## config.mk

```make
export PLATFORM = sky130hd
export DESIGN_NAME = load_store_unit
export DESIGN_NICKNAME = d
export VERILOG_FILES = /design/src/rtl/load_store_unit.sv
export SDC_FILE = /design/constraint.sdc
export NUM_CORES = 1
export LEC_CHECK = 0
export ABC_AREA = 1
export BUFFER_PORTS_ARGS = -buffer_cell sky130_fd_sc_hd__buf_2
export CAP_MARGIN = 20
export CORE_MARGIN = 2
export CORE_UTILIZATION = 50
export DETAILED_ROUTE_END_ITERATION = 7
export PLACE_DENSITY = 0.77
export RECOVER_POWER = 25
export SLEW_MARGIN = 20
export SYNTH_ARGS = -nofsm -noshare
export SYNTH_HDL_FRONTEND = slang
export SYNTH_SLANG_ARGS = --single-unit
```

## constraint.sdc

```tcl
create_clock -name clk -period 2.5 [get_ports clk]
set_input_delay 0.375 -clock clk [delete_from_list [all_inputs] [get_ports clk]]
set_output_delay 0.375 -clock clk [all_outputs]
set_load 0.005 [all_outputs]
```

## src/rtl/load_store_unit.sv

```systemverilog
// load_store_unit: byte/half/word load-store front end for a negedge-clocked word RAM.
// Ports:
//   clk, reset_n (synchronous, active-low)
//   req_*  : request handshake (valid/ready), store flag, size, unsigned, address, store data
//   rsp_*  : one-cycle completion pulse with fault flag and extended load data
//   ram_*  : registered word address, byte-lane write mask, lane-shifted store data, read word
// Build option: define MISALIGNED_EN to allow any offset (word-crossing accesses take two beats);
// otherwise naturally misaligned requests fault without touching the RAM.
module load_store_unit #(
  parameter int RAM_WORDS = 2048
) (
  input  logic        clk,
  input  logic        reset_n,
  input  logic        req_valid_in,
  output logic        req_ready_out,
  input  logic        req_write_in,
  input  logic [1:0]  req_size_in,
  input  logic        req_unsigned_in,
  input  logic [31:0] req_address_in,
  input  logic [31:0] req_write_value_in,
  output logic        rsp_valid_out,
  output logic        rsp_fault_out,
  output logic [31:0] rsp_read_value_out,
  output logic [31:0] ram_address_out,
  output logic [3:0]  ram_write_mask_out,
  output logic [31:0] ram_write_value_out,
  input  logic [31:0] ram_read_value_in
);
  typedef enum logic [1:0] {IDLE, BEAT0, BEAT1, RESP} state_t;
  localparam logic [31:0] WORDS = RAM_WORDS;
  state_t state, nxt;
  logic write_q, uns_q, split_q;
  logic [1:0] size_q, off_q, off;
  logic [31:0] wdata_q, beat0_q, aligned, ext;
  logic [3:0] mask_q;
  logic [2:0] n;
  logic [7:0] lanes;
  logic [29:0] next_word;
  logic [5:0] hi_shift;
  logic [63:0] joined;
  logic accept, split, misaligned, oob0, oob1, fault, last_beat;
  // Byte-lane pattern of an access spread over two words: low nibble is beat 0, high nibble beat 1.
  function automatic logic [7:0] lane_span(input logic [1:0] size, input logic [1:0] o);
    return {4'b0000, size == 2'd0 ? 4'b0001 : size == 2'd1 ? 4'b0011 : 4'b1111} << o;
  endfunction
  assign off = req_address_in[1:0];
  assign n = req_size_in == 2'd0 ? 3'd1 : req_size_in == 2'd1 ? 3'd2 : 3'd4;
  assign split = {1'b0, off} + n > 3'd4;
  assign misaligned = req_size_in == 2'd1 ? off[0] : req_size_in == 2'd2 ? off != 2'd0 : 1'b0;
  assign next_word = req_address_in[31:2] + 30'd1;
  assign oob0 = {2'b00, req_address_in[31:2]} >= WORDS;
  assign oob1 = {2'b00, next_word} >= WORDS;
`ifdef MISALIGNED_EN
  assign fault = req_size_in == 2'd3 || oob0 || (split && oob1);
`else
  assign fault = req_size_in == 2'd3 || oob0 || misaligned;
`endif
  assign req_ready_out = reset_n && (state == IDLE || state == RESP);
  assign accept = req_valid_in && req_ready_out;
  // In BEAT0 the lanes describe the captured request (for the beat-1 half); otherwise the incoming one.
  assign lanes = state == BEAT0 ? lane_span(size_q, off_q) : lane_span(req_size_in, off);
  assign hi_shift = {3'd4 - {1'b0, off_q}, 3'b000};
  assign last_beat = (state == BEAT0 && !split_q) || state == BEAT1;
  // Beat 0 comes straight from the RAM on an in-word access, from the holding register after a split.
  assign joined = {ram_read_value_in, state == BEAT1 ? beat0_q : ram_read_value_in};
  assign aligned = 32'(joined >> {off_q, 3'b000});
  assign ext = size_q == 2'd0 ? {{24{~uns_q & aligned[7]}}, aligned[7:0]} :
               size_q == 2'd1 ? {{16{~uns_q & aligned[15]}}, aligned[15:0]} : aligned;
  assign ram_write_mask_out = reset_n ? mask_q : 4'b0000;
  always_comb begin
    nxt = state == BEAT0 ? (split_q ? BEAT1 : RESP) :
          state == BEAT1 ? RESP :
          accept ? (fault ? RESP : BEAT0) : IDLE;
  end
  always_ff @(posedge clk) begin
    if (!reset_n) begin
      state <= IDLE;
      write_q <= 1'b0;
      uns_q <= 1'b0;
      split_q <= 1'b0;
      size_q <= 2'd0;
      off_q <= 2'd0;
      wdata_q <= 32'd0;
      beat0_q <= 32'd0;
      mask_q <= 4'b0000;
      ram_address_out <= 32'd0;
      ram_write_value_out <= 32'd0;
      rsp_valid_out <= 1'b0;
      rsp_fault_out <= 1'b0;
      rsp_read_value_out <= 32'd0;
    end else begin
      state <= nxt;
      mask_q <= 4'b0000;
      if (accept) begin
        write_q <= req_write_in;
        uns_q <= req_unsigned_in;
        split_q <= split;
        size_q <= req_size_in;
        off_q <= off;
        wdata_q <= req_write_value_in;
      end
      if (state == BEAT0)
        beat0_q <= ram_read_value_in;
      if (accept && !fault) begin
        ram_address_out <= {req_address_in[31:2], 2'b00};
        mask_q <= req_write_in ? lanes[3:0] : 4'b0000;
        ram_write_value_out <= req_write_value_in << {off, 3'b000};
      end else if (state == BEAT0 && split_q) begin
        ram_address_out <= ram_address_out + 32'd4;
        mask_q <= write_q ? lanes[7:4] : 4'b0000;
        ram_write_value_out <= wdata_q >> hi_shift;
      end
      rsp_valid_out <= nxt == RESP;
      rsp_fault_out <= accept && fault;
      rsp_read_value_out <= last_beat && !write_q ? ext : 32'd0;
    end
  end
endmodule

```

Word level (Yosys, flattened, before mapping)
Cells that the tools add are included.
- register bits after elaboration: 175
- bits in latches: 0
- bits in writable memories: 0
- bits in read-only memories: 0
- bits of input ports: 103
- output and inout port bits: 103
- word-level logic and storage cells: 84
- memories kept: 0
- add/sub/neg operators: 3
- multiply operators: 0
- div/mod/pow operators: 0
- order comparisons: 2
- equal/unequal tests: 8
- shift-type cells: 5
- multiplexer cells: 26
- bitwise operators: 4
- reductions and logical operators: 21
- operators with widths (operator ; number):
    $mux W32 ; 7
    $shr A64 B5 Y32 ; 1
    $mux W4 ; 9
    $add A32 B3 Y32 const B ; 1
    $shl A32 B5 Y32 ; 1
    $shr A32 B6 Y32 ; 1
    $ge A30 B12 Y1 const B ; 1
    $shl A4 B2 Y8 ; 2
    $eq A2 B2 Y1 const B ; 5
    $mux W2 ; 4
    $mux W8 ; 1
    $logic_and A1 B1 Y1 ; 7
    $eq A2 B1 Y1 const B ; 3
    $logic_not A2 Y1 ; 3
    $mux W3 ; 2
    $logic_or A1 B1 Y1 ; 4
    $reduce_bool A2 Y1 ; 2
    $add A2 B3 Y3 ; 1
    $gt A3 B3 Y1 const B ; 1
    $logic_not A1 Y1 ; 3
    $mux W1 ; 3
    $sub A3 B2 Y3 const A ; 1
    $and A1 B1 Y1 ; 2
    $not A1 Y1 ; 2
    other kinds (2) ; 2

Depth between registers and ports, before layout
- word-level depth: 9
- depth in mapped cells: 16
- gate-level depth less buffers: 12

Worst setup path after synthesis
Ideal clock, no wire load.
- kind: flip-flop to flip-flop
- from: register off_q[0]
- to: register ram_write_value_out[29]
- library setup time: 0.057 ns
- data arrival time: 2.259 ns
- data required time: 2.443 ns
- slack: 0.184 ns
- cell stages (with the launch flop): 16
- path buffers: 6
- period minus slack after synthesis: 2.316 ns
- cell sequence: dfxtp_1 -> buf_2 -> inv_2 -> buf_2 -> buf_1 -> ha_1 -> buf_2 -> nor2_1 -> inv_1 -> buf_2 -> clkbuf_1 -> nor2_1 -> nand3_1 -> nand3_1 -> nand2_1 -> inv_1
- longest elaborated chain between the ends: 4
- RTL lines (what ; line ; RTL):
    start, declared ; 33 ; logic [1:0] size_q, off_q, off;
    start signal, assigned ; 82 ; off_q <= 2'd0;
    start signal, assigned ; 99 ; off_q <= off;
    $sub A3 B2 Y3 ; 62 ; assign hi_shift = {3'd4 - {1'b0, off_q}, 3'b000};
    $shr A32 B6 Y32 ; 111 ; ram_write_value_out <= wdata_q >> hi_shift;
    $mux W32 ; 108 ; end else if (state == BEAT0 && split_q) begin
    $mux W32 ; 104 ; if (accept && !fault) begin
    end signal, assigned ; 107 ; ram_write_value_out <= req_write_value_in << {off, 3'b000};
    end signal, assigned ; 111 ;
    end, declared ; 26 ; output logic [31:0] ram_write_value_out,
No other way between the ends. The select of a mux whose other input is x is not followed.
A chain may end at the register's enable or synchronous reset.

Worst setup path after layout
- from: register off_q[1]
- to: register ram_write_value_out[13]
The elaborated chain is that of the path after synthesis.

==> impl_metrics.ini <==
[final_layout]
area_delta_synth_final_pct = 17.26
drive_gt1_frac = 0.1411
final_cell_mix = nand2_1, o21ai_0, dfxtp_1
nets = 1841
layout_commonest_cell = nand2_1

[logic_synthesis]
ys_top_cells_by_area = dfxtp_1, nand2_1, o21ai_0
syn_inst = 1581
synth-main-ff-cell = dfxtp_1
synth_edf_count = 0
synthesis.area_um2 = 9859
syn_avg_cell_area_um2 = 6.236
synthArstFlopShare = 0
ys_ff_latch = 173
synth_top_cell_by_area = dfxtp_1
ys_types = 41
seq_area_frac_synth = 0.3513
synth_top_cell_area_share = 0.3513
ys_warn_count = 0

[sta]
rsz0062_at_grt = false
tightestPinTransition_ns = 0.6832
layout_min_cycle_time_ns = 2.139
finalHoldViolCount = 0
relSlewSlack = 0.5440
max_freq_ghz = 0.4674
fin_crit_sh = 0.8558
finalSetupViolations = 0
fin_ws_ns = 0.3606
final.setup.tns_ns = 0
slew_viol_final = 0
fin_skew_ns = 0.01194

[worst_setup_path]
cp_slowest_cell = ha_1
cp_data_arrival_time_ns = 2.47
required_ns = 2.83
path_cells = inv_1 -> ha_1 -> nor2_1 -> inv_1 -> a21oi_1 -> o21ai_0 -> o21ai_0 -> o21ai_0 -> nand2_1 -> inv_1 -> nor2_1
slowest_delay_ns = 0.43
path_max_fanout = 11
start_kind = flip-flop
endpoint_kind = flip-flop
critPathKind = reg2reg

[global_routing]
antenna_found_initial = 1
grt_pass1_wl_um = 48820
grt_pass1_vias = 9970
overflow = 0
grt_usage = 0.2941
grt_max_degree = 80

[placed_design]
place.port_buffers = 203
pre_cts_ws_ns = 0.4611
gp_congestion = 0.9500
place_hpwl_um = 21760

[detailed_routing]
vias_per_cell = 5.447
dr.pass1.iters = 7
ant_nets = 0
vias = 10950
dr.first_iter.drc_count = 1148
drc = 0
wire_per_inst_um = 15.20
drt-total-wl_um = 30550

[clock_network]
holdBufCountCts = 0
cts_tree = built
htreeDepth = 4
cts_resized = 0
postCtsSetupRepairBufs = 0
clkSinkCount = 173
clockBufferDepth = 2
cts-root-buf = clkbuf_16
numCtsBuffers = 17
insertion_delay_ns = 0.44
clkTransAtPathRegs_ns = 0.07

[status]
status = complete, no violations

[floorplan]
core-area_um2 = 19400
fp.dieW_um = 144.4
initial_utilization = 0.5083
core.rowCount = 51
pin_count = 206
dieArea_um2 = 20860
die_h_um = 144.4

[power_and_ir_drop]
switching_power_uw = 2909
netSwitchingFraction = 0.3568
clock_power_share = 0.326
pwr-share-seq = 0.399
power_leakage_uw = 0.005568
comb_power_share = 0.275
power_uw = 8154
power.internal_uw = 5245
peakVddDrop_uv = 637.8
powerDensity_nw_per_um2 = 705.3

[worst_hold_path]
min_path_type = in2reg

[run]
drv_cap = 0
## cells in the mapped netlist (2+ instances only)
library cell / number
o22ai_1: 2
xor2_1: 4
nor2_1: 153
or2_2: 5
buf_2: 42
a22oi_1: 4
buf_1: 8
nand3_1: 158
and2_1: 4
nand4_1: 15
xnor2_1: 6
o2111ai_1: 4
o21ai_1: 5
o211ai_1: 11
o21ai_0: 216
clkinv_1: 2
nor3_1: 15
ha_1: 6
buf_4: 2
nand2_1: 381
o21bai_1: 3
clkbuf_1: 55
inv_1: 161
nor2_4: 2
dfxtp_1: 173
a21oi_1: 111
nor3_2: 2
buf_6: 3
nand3b_1: 13
inv_2: 4
## cell type report
class                      instances  area (µm²)
fill                            1913        7838
multi-input combinational       1131        5289
sequential                       173        3463
timing repair buffer             241        1271
inverter                         167       626.9
clock buffer                      18       429.2
tap                              265       331.6
clock inverter                    14       147.6
antenna                            1       2.502
## path summary, 6_finish.rpt
| kind | startpoint | to | slack [ns] | depth (start not counted) |
|---|---|---|---|---|
| worst max-delay path | off_q[1] | ram_write_value_out[13] | 0.36 | 11 |
| worst min-delay path | req_write_value_in[27] | wdata_q[27] | 0.17 | 3 |
| worst max register to register | off_q[1] | ram_write_value_out[13] | 0.36 | 11 |
| worst min register to register | beat0_q[25] | beat0_q[25] | 0.46 | 2 |
## per-stage QoR
step	hold slack [ns]	util	instance area, µm²	cells
2_1_floorplan	0.4289	-	9863	1582
3_3_place_gp	0.4390	0.5691	11040	1977
3_5_place_dp	0.4486	0.5691	11040	1977
4_1_cts	0.1615	0.5988	11620	2009
5_1_grt	0.1860	0.5960	11560	2010
6_report	0.1696	0.5960	11560	2010
## cells by family (layout without fill, tap and decap cells)
family	after synthesis	after routing	share of synthesized area
AND/OR/NAND/NOR	752	752	0.3249
AO/OA/AOI/OAI	360	360	0.1906
XOR/XNOR	10	10	0.008883
adder cells (fa/ha/maj)	7	7	0.009645
buffers and inverters	278	440	0.1143
other	1	3	0.0003803
flip-flops	173	173	0.3513
## sequential cells by signal, summed over array words and instances, names as in the netlist, 2 cells and up
signal,count
beat0_q,32
ram_write_value_out,32
rsp_read_value_out,32
wdata_q,32
ram_address_out,30
mask_q,4
off_q,2
size_q,2
state,2
## power by group through the flow
stage	Clock [µW]	Sequential, µW	Combinational (µW)
6_report	2660	3250	2250
2_1_floorplan	0	3290	1500
3_3_place_gp	0	3300	2190
4_1_cts	2690	3240	2220
5_1_grt	2800	3290	2530
3_5_place_dp	0	3300	2210
## critical path, delay by kind of cell, from the launching register on
kind	cells	cell delay, ns
AO/OA/AOI/OAI	4	0.48
adder cells (fa/ha/maj)	1	0.43
buffers and inverters	3	0.53
flip-flops	1	0.32
AND/OR/NAND/NOR	3	0.28
## routing by layer
metal,GRT usage,part of all wire,vias to the layer above
met4,0.1528,0.041,0
met5,0,0,-
met3,0.03907,0.086,92
met2,0.4842,0.46,556
met1,0.3768,0.41,4863
li1,-,-,5438
Power figures use the tool's default switching activity.
